### src/rtl/regfile_wb_arbiter.sv
// Round-robin arbiter that merges ALU and load writebacks into one registered register-file write port.
// Optional macro WB_BYPASS_EN adds forwarding of the staged write onto the register-file read data.
module regfile_wb_arbiter #(
  parameter int XLEN = 64,
  parameter int AW   = 5
) (
  input  logic            clk,
  input  logic            rst,
  input  logic            req0_valid,
  input  logic [AW-1:0]   req0_rd,
  input  logic [XLEN-1:0] req0_data,
  output logic            req0_ready,
  input  logic            req1_valid,
  input  logic [AW-1:0]   req1_rd,
  input  logic [XLEN-1:0] req1_data,
  output logic            req1_ready,
  input  logic            stall,
  output logic            RegWrite,
  output logic [AW-1:0]   rd,
  output logic [XLEN-1:0] writeData
`ifdef WB_BYPASS_EN
  ,
  input  logic [AW-1:0]   rs1,
  input  logic [AW-1:0]   rs2,
  input  logic [XLEN-1:0] readData1,
  input  logic [XLEN-1:0] readData2,
  output logic [XLEN-1:0] fwdData1,
  output logic [XLEN-1:0] fwdData2
`endif
);

  typedef enum logic {IDLE, WRITE} stateT;

  stateT           state_q, state_d;
  logic            lastGrant_q, lastGrant_d;
  logic [AW-1:0]   rd_q, rd_d;
  logic [XLEN-1:0] data_q, data_d;
  logic            transfer;
  logic            grant1;
  logic [AW-1:0]   selRd;
  logic [XLEN-1:0] selData;

  // On a conflict the requester that did not win last time is served.
  always_comb begin
    req0_ready = 1'b0;
    req1_ready = 1'b0;
    if (!rst && !stall) begin
      req0_ready = req0_valid && (!req1_valid || lastGrant_q);
      req1_ready = req1_valid && (!req0_valid || !lastGrant_q);
    end
  end

  assign transfer = req0_ready | req1_ready;
  assign grant1   = req1_ready;
  assign selRd    = grant1 ? req1_rd   : req0_rd;
  assign selData  = grant1 ? req1_data : req0_data;

  always_comb begin
    state_d     = IDLE;
    lastGrant_d = lastGrant_q;
    rd_d        = rd_q;
    data_d      = data_q;
    if (transfer) begin
      lastGrant_d = grant1;
      rd_d        = selRd;
      data_d      = selData;
      // Writes to x0 are consumed but never staged.
      if (selRd != '0) state_d = WRITE;
    end
  end

  always_ff @(posedge clk or posedge rst) begin
    if (rst) begin
      state_q     <= IDLE;
      lastGrant_q <= 1'b1;
      rd_q        <= '0;
      data_q      <= '0;
    end else begin
      state_q     <= state_d;
      lastGrant_q <= lastGrant_d;
      rd_q        <= rd_d;
      data_q      <= data_d;
    end
  end

  assign RegWrite  = (state_q == WRITE);
  assign rd        = rd_q;
  assign writeData = data_q;

`ifdef WB_BYPASS_EN
  assign fwdData1 = (RegWrite && (rs1 == rd) && (rs1 != '0)) ? writeData : readData1;
  assign fwdData2 = (RegWrite && (rs2 == rd) && (rs2 != '0)) ? writeData : readData2;
`endif

endmodule

### config.mk
export PLATFORM = sky130hd
export DESIGN_NAME = regfile_wb_arbiter
export DESIGN_NICKNAME = d
export VERILOG_FILES = /design/src/rtl/regfile_wb_arbiter.sv
export SDC_FILE = /design/constraint.sdc
export NUM_CORES = 1
export LEC_CHECK = 0
export BUFFER_PORTS_ARGS = -buffer_cell sky130_fd_sc_hd__buf_2
export CAP_MARGIN = 10
export CORE_AREA = 2 2 110 122
export CTS_BUF_LIST = sky130_fd_sc_hd__clkbuf_16
export CTS_CLUSTER_DIAMETER = 100
export DETAILED_ROUTE_END_ITERATION = 6
export DIE_AREA = 0 0 112 124
export GPL_ROUTABILITY_DRIVEN = 0
export PLACE_DENSITY = 0.6
export SETUP_SLACK_MARGIN = 0.1
export SKIP_LAST_GASP = 1
export SYNTH_ARGS = -nofsm -noshare
export SYNTH_HDL_FRONTEND = slang
export SYNTH_SLANG_ARGS = --single-unit
export TNS_END_PERCENT = 50
### constraint.sdc
create_clock -name clk -period 4.1 [get_ports clk]
set_clock_uncertainty 0.2 [all_clocks]
set_input_delay 0.205 -clock clk [delete_from_list [all_inputs] [get_ports clk]]
set_output_delay 0.205 -clock clk [all_outputs]
set_load 0.005 [all_outputs]
==> flow_summary.yaml <==
sta:
  finalHoldViolations: 0
  finalSetupTns_ns: 0
  min_period_ns: 2.513
  max_slew_margin_pct: 45.26
  tightest_slew_ns: 0.8191
  timing.hold.ws_ns: 0.01359
  drv_slew: 0
  grt_setup_unrepaired: "no"
  fmax_mhz: 397.9
  worst_slack_ns: 1.587
  setup_viol: 0
  min_period_over_period_pct: 61.30
route:
  dr.first_iter.drc_count: 287
  drt-wirelength-per-cell_um: 17.34
  wl_um: 12280
  firstDrtPassIters: 4
  via_per_inst: 5.427
  drc: 0
  vias: 3842
  antenna_left: 0
synthesis:
  synth_top_area_share_pct: 47.19
  synth_seq_cells: 71
  muxShareOfSynthArea_pct: 0
  synth_seq_area_share_pct: 47.89
  syn_inst: 339
  synth-simple-area-share_pct: 27.67
  syn-cell-area_um2: 3712
  syn_nets: 482
  synthAdderAreaFrac_pct: 0
  yosys_warnings: 0
  synth_top_family_by_area: "simple AND/OR/NAND/NOR gates"
  yosys-top-cells-area: "dfrtp_1, a221o_1, nor3b_1"
  synth_cell_types: 19
  synth_xor_area_share_pct: 0
  synth_area_per_cell_um2: 10.95
  synth_compound_area_share_pct: 19.31
  yosys.area.top_type: "dfrtp_1"
worst_setup_path:
  crit_fanout: 36
  crit_path_start_kind: "primary input"
  reg2reg_depth: 4
  arrival_ns: 2.52
  r2r_end: "writeData[51]"
  worstSetupPathType: "primary input to flip-flop"
  rrSetupSlack_ns: 1.89
  cp-end-kind: "flip-flop"
  startpoint: "req0_valid"
  r2r-start: "lastGrant_q"
  required_ns: 4.10
layout:
  drive_above_1_share_pct: 43.56
  syn2layout_area_growth_pct: 43.44
  final_util_pct: 42.30
  fin_cells: 708
  diodes: 0
  final_common_cell: "buf_2"
  fillers: 1275
  final_nets: 692
  layout_common_cells: "buf_2, dfrtp_1, and3_1"
  design_area_um2: 5325
clocking:
  cts_tree: "done"
  post_cts_buffers: 0
  cts_resized: 0
  insertion_delay_ns: 0.32
  root_buffer: "clkbuf_16"
  cts.sinks: 71
  cts.path.max_buffers: 2
  cts_buffers: 9
  cts.clk_slew.worst_paths_ns: 0.05
  cts_max_level: 3
place:
  portBuffers: 214
  placed_area_um2: 4872
  place_inst: 674
  dpl.hpwl_um: 7935
  post-place-ws_ns: 1.820
die:
  die_x_um: 112
  pin_count: 215
  start_util_pct: 29.49
  core-area_um2: 12590
  rows: 43
  fp.dieArea_um2: 13890
  die_h_um: 124
job:
  max_cap_viol_count: 0
worst_hold_path:
  whs_path_depth: 3
  min_path_type: "primary input to flip-flop"
  hp-start: "req1_data[55]"
  hold_path_end: "writeData[55]"
outcome:
  status: "finished clean"
grt:
  grt_overflow: 0
  track_usage_pct: 16.69
  grt_pass1_wl_um: 18850
  grt_max_degree: 72
  first_global_vias: 3739
  antenna_found_initial: 0
power_and_ir_drop:
  power.total_mw: 2.092
  p_leak_nw: 2.731
  ir_worst_vdd_mv: 0.1597
  powerDensity_nw_per_um2: 392.9
final cells by class:
| type | count | area [um^2] | area share (%) |
|---|---|---|---|
| Tap cell | 157 | 196.4 | 3.689 |
| Clock inverter | 4 | 17.52 | 0.3289 |
| Sequential cell | 71 | 1778 | 33.39 |
| Timing Repair Buffer | 242 | 1334 | 25.05 |
| Inverter | 2 | 8.758 | 0.1645 |
| Multi-Input combinational cell | 223 | 1765 | 33.15 |
| Clock buffer | 9 | 225.2 | 4.229 |
per-layer routing:
metal,vias to the layer above,track usage [%],part of all wire [%]
li1,1760,-,-
met1,1864,22.32,43
met2,195,25.76,46
met3,23,5.255,8.8
met4,0,5.716,2.2
met5,-,0,0
sequential cells by signal, summed over array words and instances, names as in the netlist:
signal	count
writeData	64
rd	5
RegWrite	1
lastGrant_q	1
Yosys cell counts:
master	number
and3_1	70
dfrtp_1	70
a221o_1	69
nor3b_1	69
clkbuf_1	31
buf_2	11
nor2_1	4
a211oi_1	2
inv_1	2
or4_1	2
a31oi_1	1
buf_6	1
dfstp_2	1
nand2_1	1
nand2_2	1
nand2b_1	1
nor3b_4	1
o21ai_1	1
or2_1	1
how the worst max path moves through the flow:
stage / end / cells after the start
floorplan: RegWrite / 1
global placement: rd[4] / 5
detailed placement: rd[1] / 5
CTS: rd[1] / 6
global route: rd[0] / 6
finish: rd[1] / 6
critical path: stages:
cell and delay, ns:
dlygate4sd3_1 0.54, buf_2 0.18, nor2_4 0.62, buf_4 0.49, nor3b_1 0.12, a221o_1 0.30
where the power goes:
group	internal, mW	switching [mW]	total (mW)
clock	0.392	0.270	0.662
sequential	0.836	0.0789	0.915
combinational	0.286	0.229	0.515
timing repair:
item                       CTS  global route
hold buffers                21             0
hold endpoints to repair    53             0
setup endpoints to repair    0             0
cell families (layout without fill, tap and decap cells):
kind of cell / Yosys count / after routing
flops: 71 / 71
compound gates: 73 / 73
buf+inv: 45 / 257
simple gates: 150 / 150
Note: power is estimated with default switching activity, not from simulation.
